--- src/rtl/mem_ctrl_pkg.sv ---
// Shared definitions for the byte-wide RAM port sequencer: state and owner
// encodings, access length codes and the I/O address selector.
package mem_ctrl_pkg;

  typedef enum logic [1:0] {
    MC_IDLE  = 2'd0,
    MC_READ  = 2'd1,
    MC_WRITE = 2'd2,
    MC_DONE  = 2'd3
  } mc_state_e;

  // The reset value of the last-grant bit is OWN_IF, so a tie after reset goes to the LSB.
  typedef enum logic {
    OWN_IF  = 1'b0,
    OWN_LSB = 1'b1
  } mc_owner_e;

  localparam logic [1:0] LEN_1B = 2'd0;
  localparam logic [1:0] LEN_2B = 2'd1;
  localparam logic [1:0] LEN_4B = 2'd3;

  localparam logic [2:0] IF_BYTES       = 3'd4;
  localparam logic [1:0] IO_SEL_DEFAULT = 2'b11;

  function automatic logic [2:0] lenToBytes(input logic [1:0] len);
    logic [2:0] n;
    case (len)
      LEN_1B:  n = 3'd1;
      LEN_2B:  n = 3'd2;
      LEN_4B:  n = 3'd4;
      default: n = {1'b0, len} + 3'd1;
    endcase
    return n;
  endfunction

endpackage

--- src/rtl/mem_ctrl.sv ---
// Arbitrates the RAM port between fetch and load/store and steps it one byte
// per cycle, assembling little-endian read data behind a one-cycle done pulse.
module mem_ctrl
  import mem_ctrl_pkg::*;
#(
  parameter logic [1:0] IO_SEL = IO_SEL_DEFAULT
) (
  input  logic        clk,
  input  logic        rst,
  input  logic        rdy,
  input  logic        jump_wrong_stall,
  input  logic        IF_req,
  input  logic [31:0] IF_addr,
  output logic        IF_flag,
  output logic [31:0] IF_inst,
  input  logic        LSB_req,
  input  logic        LSB_wr,
  input  logic [1:0]  LSB_len,
  input  logic [31:0] LSB_addr,
  input  logic [31:0] LSB_wdata,
  output logic        LSB_flag,
  output logic [31:0] LSB_rdata,
  input  logic [7:0]  mem_din,
  output logic [7:0]  mem_dout,
  output logic [31:0] mem_a,
  output logic        mem_wr,
  input  logic        io_buffer_full
);

  mc_state_e   state_q, state_d;
  mc_owner_e   owner_q, owner_d;
  mc_owner_e   lastGrant_q, lastGrant_d;
  logic [31:0] base_q, base_d;
  logic [2:0]  nBytes_q, nBytes_d;
  logic [31:0] wdata_q, wdata_d;
  logic [31:0] data_q, data_d;
  logic [2:0]  issueCnt_q, issueCnt_d;
  logic [2:0]  capCnt_q, capCnt_d;
  logic        pending_q, pending_d;

  logic        ioBlocked;
  logic        grantLsb;
  logic        issueNow;

  assign ioBlocked = (base_q[17:16] == IO_SEL) && io_buffer_full;

  always_ff @(posedge clk) begin
    if (rst) begin
      state_q     <= MC_IDLE;
      owner_q     <= OWN_IF;
      lastGrant_q <= OWN_IF;
      base_q      <= '0;
      nBytes_q    <= '0;
      wdata_q     <= '0;
      data_q      <= '0;
      issueCnt_q  <= '0;
      capCnt_q    <= '0;
      pending_q   <= 1'b0;
    end else begin
      state_q     <= state_d;
      owner_q     <= owner_d;
      lastGrant_q <= lastGrant_d;
      base_q      <= base_d;
      nBytes_q    <= nBytes_d;
      wdata_q     <= wdata_d;
      data_q      <= data_d;
      issueCnt_q  <= issueCnt_d;
      capCnt_q    <= capCnt_d;
      pending_q   <= pending_d;
    end
  end

  always_comb begin
    state_d     = state_q;
    owner_d     = owner_q;
    lastGrant_d = lastGrant_q;
    base_d      = base_q;
    nBytes_d    = nBytes_q;
    wdata_d     = wdata_q;
    data_d      = data_q;
    issueCnt_d  = issueCnt_q;
    capCnt_d    = capCnt_q;
    pending_d   = pending_q;
    grantLsb    = 1'b0;
    issueNow    = 1'b0;

    case (state_q)
      MC_IDLE: begin
        if (rdy && !jump_wrong_stall && (IF_req || LSB_req)) begin
          grantLsb   = LSB_req && (!IF_req || (lastGrant_q == OWN_IF));
          issueCnt_d = '0;
          capCnt_d   = '0;
          pending_d  = 1'b0;
          data_d     = '0;
          if (grantLsb) begin
            owner_d     = OWN_LSB;
            lastGrant_d = OWN_LSB;
            base_d      = LSB_addr;
            nBytes_d    = lenToBytes(LSB_len);
            wdata_d     = LSB_wdata;
            state_d     = LSB_wr ? MC_WRITE : MC_READ;
          end else begin
            owner_d     = OWN_IF;
            lastGrant_d = OWN_IF;
            base_d      = IF_addr;
            nBytes_d    = IF_BYTES;
            state_d     = MC_READ;
          end
        end
      end

      // A pause rewinds issue to the capture point: data for the byte issued
      // just before the pause arrives while capture is frozen and is lost.
      MC_READ: begin
        if (jump_wrong_stall) begin
          state_d   = MC_IDLE;
          pending_d = 1'b0;
        end else if (!rdy) begin
          issueCnt_d = capCnt_q;
          pending_d  = 1'b0;
        end else begin
          issueNow  = issueCnt_q < nBytes_q;
          pending_d = issueNow;
          if (issueNow) begin
            issueCnt_d = issueCnt_q + 3'd1;
          end
          if (pending_q) begin
            data_d[{capCnt_q[1:0], 3'b000} +: 8] = mem_din;
            capCnt_d = capCnt_q + 3'd1;
            if ((capCnt_q + 3'd1) == nBytes_q) begin
              state_d = MC_DONE;
            end
          end
        end
      end

      MC_WRITE: begin
        if (rdy && !ioBlocked) begin
          issueCnt_d = issueCnt_q + 3'd1;
          if ((issueCnt_q + 3'd1) == nBytes_q) begin
            state_d = MC_DONE;
          end
        end
      end

      MC_DONE: begin
        if (rdy) begin
          state_d = MC_IDLE;
        end
      end

      default: state_d = MC_IDLE;
    endcase
  end

  always_comb begin
    IF_flag   = 1'b0;
    IF_inst   = '0;
    LSB_flag  = 1'b0;
    LSB_rdata = '0;
    mem_a     = '0;
    mem_wr    = 1'b0;
    mem_dout  = '0;

    case (state_q)
      MC_READ: begin
        if (rdy && (issueCnt_q < nBytes_q)) begin
          mem_a = base_q + {29'd0, issueCnt_q};
        end
      end

      MC_WRITE: begin
        if (rdy) begin
          mem_a    = base_q + {29'd0, issueCnt_q};
          mem_dout = wdata_q[{issueCnt_q[1:0], 3'b000} +: 8];
          mem_wr   = !ioBlocked;
        end
      end

      MC_DONE: begin
        if (rdy) begin
          if (owner_q == OWN_IF) begin
            IF_flag = 1'b1;
            IF_inst = data_q;
          end else begin
            LSB_flag  = 1'b1;
            LSB_rdata = data_q;
          end
        end
      end

      default: ;
    endcase
  end

endmodule

--- config.mk ---
export PLATFORM = sky130hd
export DESIGN_NAME = mem_ctrl
export DESIGN_NICKNAME = d
export VERILOG_FILES = /design/src/rtl/mem_ctrl_pkg.sv /design/src/rtl/mem_ctrl.sv
export SDC_FILE = /design/constraint.sdc
export NUM_CORES = 1
export LEC_CHECK = 0
export CORE_MARGIN = 10
export CORE_UTILIZATION = 45
export DETAILED_ROUTE_END_ITERATION = 10
export GPL_ROUTABILITY_DRIVEN = 1
export PLACE_DENSITY = 0.8
export RECOVER_POWER = 25
export SLEW_MARGIN = 20
export SYNTH_ARGS = -nofsm -noshare
export SYNTH_HDL_FRONTEND = slang
export SYNTH_SLANG_ARGS = --single-unit
--- constraint.sdc ---
create_clock -name clk -period 4.1 [get_ports clk]
set_clock_uncertainty 0.05 [all_clocks]
set_input_delay 0.41 -clock clk [delete_from_list [all_inputs] [get_ports clk]]
set_output_delay 0.41 -clock clk [all_outputs]
set_load 0.01 [all_outputs]
After elaboration in Yosys (flattened, before gate mapping)
Cells that the tools add are included.
{ "classes": {"shifts": 3, "reduce_logical": 21, "mux": 54, "n_eq_ne": 19, "add_sub_neg": 5, "n_bitwise": 1, "magnitude_cmp": 1} }
{ "op_table": {"columns": ["operator", "n"], "rows": [
  ["$mux 32", 13],
  ["$pmux 32 s2", 2],
  ["$add 32x3->32", 1],
  ["$bwmux 32", 1],
  ["$shift 8x7->32 const A", 1],
  ["$shiftx 32x6->8", 1],
  ["$shiftx 8x7->32", 1],
  ["$mux 3", 9],
  ["$mux 2", 10],
  ["$pmux 3 s3", 2],
  ["$mux 8", 2],
  ["$ne 2x2->1 const B", 7],
  ["$mux 1", 12],
  ["$ne 3x3->1 const B", 4],
  ["$reduce_and 5->1", 2],
  ["$eq 2x2->1 const B", 4],
  ["$pmux 2 s4", 1],
  ["$neg 5->7", 1],
  ["$reduce_and 7->1", 1],
  ["$add 3x1->3 const B", 2],
  ["$eq 3x3->1", 2],
  ["$logic_and 1x1->1", 6],
  ["$pmux 3 s2", 1],
  ["$eq 2x1->1 const B", 2],
  ["other kinds (11)", 16]
]} }
{ "word_totals": {"output_inout_bits": 107, "word_cells": 113, "input_bits": 114, "regBits": 109} }

Longest topological paths before layout
{ "logic_depth": {"ltp_word": 7, "depth_mapped": 10, "mapped_depth_nobuf": 7} }

Worst setup path after synthesis
No wires, ideal clock.
{ "synth_timing": {"path_type": "register to output", "from": "register issueCnt_q[0]", "to": "output port mem_a[10]", "stages_incl_launch_ff": 10, "arrival_time_ns": 2.394, "n_path_buf": 3, "required_ns": 3.640, "path_slack_ns": 1.246, "path_cell_list": "dfxtp_1 buf_1 inv_1 ha_1 nor2b_1 o21ai_1 a31oi_1 clkbuf_1 buf_2 nor2_1"} }
{ "synth_via": {"elab_chain_len": 4, "elab_cells_between_ends": 6, "cone_classes": "1 x add/sub; 1 x order compare; 3 x mux; 1 x reduce/logical"} }
{ "synth_rtl": {"columns": ["item", "line", "source"], "rows": [
  ["start: declaration", "mem_ctrl.sv:37", "logic [2:0] issueCnt_q, issueCnt_d;"],
  ["start signal: assignment", "mem_ctrl.sv:67", "issueCnt_q <= issueCnt_d;"],
  ["parallel branches: the longest is 3 deep, another holds $add 32x3->32", null, null],
  ["$pmux 32 s2 *", "mem_ctrl.sv:165", "case (state_q)"],
  ["end: declaration", "mem_ctrl.sv:25", "output logic [31:0] mem_a,"]
]} }
Mark *: on every way between the ends.

Final worst setup path
{ "layout_timing": {"from": "input port LSB_req", "to": "register base_q[22]"} }
{ "layout_via": {"elab_chain_len": 3, "elab_cells_between_ends": 5, "cone_classes": "1 x mux; 4 x reduce/logical"} }
{ "layout_rtl": {"columns": ["item", "line", "source"], "rows": [
  ["start: declaration", "mem_ctrl.sv:16", "input logic LSB_req,"],
  ["$logic_or 1x1->1", "mem_ctrl.sv:89", "if (rdy && !jump_wrong_stall && (IF_req || LSB_req)) begin"],
  ["$logic_and 1x1->1", "mem_ctrl.sv:89", null],
  ["$reduce_and 2->1 (no source line)", null, null],
  ["end signal: assignment", "mem_ctrl.sv:63", "base_q <= base_d;"],
  ["end: declaration", "mem_ctrl.sv:33", "logic [31:0] base_q, base_d;"]
]} }
Parallel ways exist; a longest one is shown, timed or not.
A chain may end at the register's enable or synchronous reset.

==> results.json <==
{
  "rsz0062_at_grt": "false",
  "total_power_mw": 2.90,
  "powerDensity_mw_per_mm2": 324,
  "via_count": 6081,
  "grt-ovfl-total": 0,
  "fin_ws_ps": 478,
  "drt-pass1-iter-count": 5,
  "final_antenna_net_count": 0,
  "reg2regPathDepth": 4,
  "top_layer_used": "met4",
  "syn_avg_cell_area_um2": 8.00,
  "syn2layout_area_growth_pct": 40.6,
  "critical_path_required_ps": 4210,
  "finalSetupViolCount": 0,
  "yosysMostFrequentCell": "dfxtp_1",
  "synth_cells": 795,
  "startpoint_type": "input pin",
  "cts_tree": "yes",
  "wl_met2_um": 9430,
  "io_pins": 221,
  "synth_cell_type_count": 58,
  "failed_checks": "max-capacitance violations, max-slew violations",
  "synth_area_leaders": "dfxtp_1 (34%), and2_1 (6.4%), a21oi_1 (6.2%)",
  "synth.area.mux_share_pct": 8.74,
  "drt_iter0_markers": 345,
  "critPathArrivalTime_ps": 3730,
  "min_period_ps": 3620,
  "synthArstFlopShare_pct": 0,
  "finalCritPeriodShare_pct": 88.3,
  "ys_top_cells_by_count": "dfxtp_1 (109), nand2_1 (100), a21oi_1 (79)",
  "hold_path.startpoint": "wdata_q[13]$_SDFFE_PP0P_",
  "wl_um": 19300,
  "syn-num-nets": 928,
  "cts.sinks": 109,
  "grtUsageTotal_pct": 19.2,
  "r2r_end": "base_q[22]$_SDFFE_PP0P_",
  "routedWlPerCell_um": 16.6,
  "tns_ps": 0,
  "timing.fmax_mhz": 276,
  "syn_area_mm2": 0.00636,
  "clk_path_buf_depth": 2,
  "final_nets": 1113,
  "grt_pass1_wl_um": 31400,
  "cts_hold_buffers": 0,
  "yosys_warnings": 0,
  "drc": 0,
  "slew_headroom_pct": -28.6,
  "synth_compound_area_share_pct": 14.8,
  "synthXorXnorAreaFrac_pct": 4.27,
  "peakVddDrop_mv": 0.232,
  "rrSetupSlack_ps": 810,
  "drive_gt1_share_pct": 4.77,
  "worstMarginPinSlew_ps": 1930,
  "start_util_pct": 45.8,
  "dieArea_mm2": 0.0193,
  "ctsResizeCount": 0,
  "grt_start_max_net_pins": 62,
  "maxCapViolations": 1,
  "clock_latency_ps": 350,
  "cts_setup_buffers": 0,
  "worstHoldPathCells": 2,
  "holdWs_ps": 405,
  "hpwl_um": 14700,
  "synth-seq-cells": 109,
  "maxSlewViolCount": 19,
  "portBuffers": 220,
  "antenna_found_initial": 0,
  "h-tree-depth": 3,
  "hold-path-endpoint": "wdata_q[13]$_SDFFE_PP0P_",
  "chipWidth_um": 139,
  "wl_met3_um": 1600,
  "hold_viol": 0,
  "rr_startpoint": "lastGrant_q$_SDFFE_PP0P_",
  "synth_top_family_by_area": "simple AND/OR/NAND/NOR gates",
  "cts_buffers": 9,
  "synth_top_area_cell": "dfxtp_1",
  "synth-main-ff-cell": "dfxtp_1",
  "viasPerCell": 5.22,
  "path_class": "input pin to register",
  "seq_area_frac_synth_pct": 34.3,
  "grt_pass1_vias": 5953,
  "yosys.area_share.simple_pct": 29.2,
  "drt-met1-wl_um": 8180,
  "gp_congestion": 0.900,
  "yosysTopAreaCellShare_pct": 34.3,
  "crit_fanout": 22,
  "die_h_um": 139,
  "synth_fa_ha_area_share_pct": 3.86,
  "synth_edf_count": 0,
  "antenna-diode-count": 0,
  "pre_cts_ws_ps": 899,
  "leakage_nw": 3.16,
  "crit_path_end_kind": "register",
  "fillers": 1232,
  "clockRootBuffer": "clkbuf_16",
  "rows": 43,
  "clk_pin_slew_worst_paths_ps": 80,
  "status": "finished, violations left",
  "fp.coreArea_mm2": 0.0139,
  "hold_path.class": "register to register"
}
==> logic make-up (layout without fill, tap and decap cells) <==
| group | after synthesis | after routing |
|---|---|---|
| AO/OA/AOI/OAI | 155 | 155 |
| XOR/XNOR | 31 | 31 |
| adder cells (fa/ha/maj) | 19 | 19 |
| buffers and inverters | 75 | 265 |
| flip-flops | 109 | 109 |
| multiplexers | 45 | 45 |
| AND/OR/NAND/NOR | 361 | 361 |
==> layout by cell type, fill, tap and decap left out, drive strengths merged, types with 2 or more instances in the layout <==
master / Yosys / layout
a211oi: 36 / 36
buf: 26 / 9
a22o: 4 / 4
inv: 19 / 22
nor4: 6 / 6
and3: 9 / 9
nor2b: 13 / 13
mux2i: 36 / 36
nor3b: 2 / 2
dfxtp: 109 / 109
nand2: 101 / 101
xnor2: 15 / 15
a31o: 2 / 2
clkdlybuf4s50: 0 / 217
a21oi: 80 / 80
a22oi: 2 / 2
and4: 3 / 3
or3: 2 / 2
xor2: 16 / 16
nand3: 41 / 41
nor2: 71 / 71
clkinv: 0 / 2
o211ai: 2 / 2
and2: 65 / 65
mux4: 8 / 8
nor4b: 2 / 2
o21ai: 19 / 19
clkbuf: 30 / 11
nor3: 5 / 5
nand4: 15 / 15
nand2b: 22 / 22
dlygate4sd3: 0 / 2
a21boi: 2 / 2
ha: 18 / 18
==> how the worst max path moves through the flow <==
stage               slack [ps]  depth (start not counted)                      end                        from
finish                     480                          5  base_q[22]$_SDFFE_PP0P_                     LSB_req
global route               270                          5  base_q[22]$_SDFFE_PP0P_                     LSB_req
CTS                        540                          8                mem_a[30]  issueCnt_q[1]$_SDFFE_PP0P_
detailed placement         900                          4            LSB_rdata[10]                         rdy
global placement           920                          4            LSB_rdata[10]                         rdy
floorplan                 1250                          9                mem_a[10]  issueCnt_q[0]$_SDFFE_PP0P_
==> state kept, by name, summed over array words and instances (netlist names) <==
register     cells
capCnt_q         3
pending_q        1
lastGrant_q      1
base_q          32
nBytes_q         3
issueCnt_q       3
state_q          2
data_q          32
wdata_q         32
==> area by class of cell <==
cell class / count / area, um^2 / area share [%]
Sequential cell: 109 / 2180 / 24.4
Inverter: 19 / 71.3 / 0.798
Clock inverter: 7 / 91.3 / 1.02
Tap cell: 180 / 225 / 2.52
Timing Repair Buffer: 230 / 2270 / 25.4
Clock buffer: 9 / 225 / 2.52
Multi-Input combinational cell: 611 / 3880 / 43.4
==> through the flow <==
| stage | cells | utilization, % | area (um^2) |
|---|---|---|---|
| floorplan | 795 | - | 6360 |
| detailed placement | 1149 | 62.3 | 8650 |
| global placement | 1149 | 62.3 | 8650 |
| global route | 1165 | 64.4 | 8940 |
| CTS | 1165 | 64.6 | 8970 |
| finish | 1165 | 64.4 | 8940 |
==> power breakdown <==
part / internal, mW / switching, mW / total, mW
clock: 0.490 / 0.431 / 0.921
sequential: 1.14 / 0.0911 / 1.23
combinational: 0.330 / 0.417 / 0.747
==> critical path: stages <==
cell           delay [ps]
dlygate4sd3_1         550
a21boi_1             1470
clkbuf_2              760
mux2i_1               370
a211oi_1              140
==> routing by layer <==
layer | vias to the layer above | GRT usage (%)
met5 | - | 0
met4 | 0 | 3.24
met3 | 7 | 6.82
met2 | 198 | 32.2
met1 | 2767 | 23.4
li1 | 3109 | -
(Power assumes the default switching activity.)
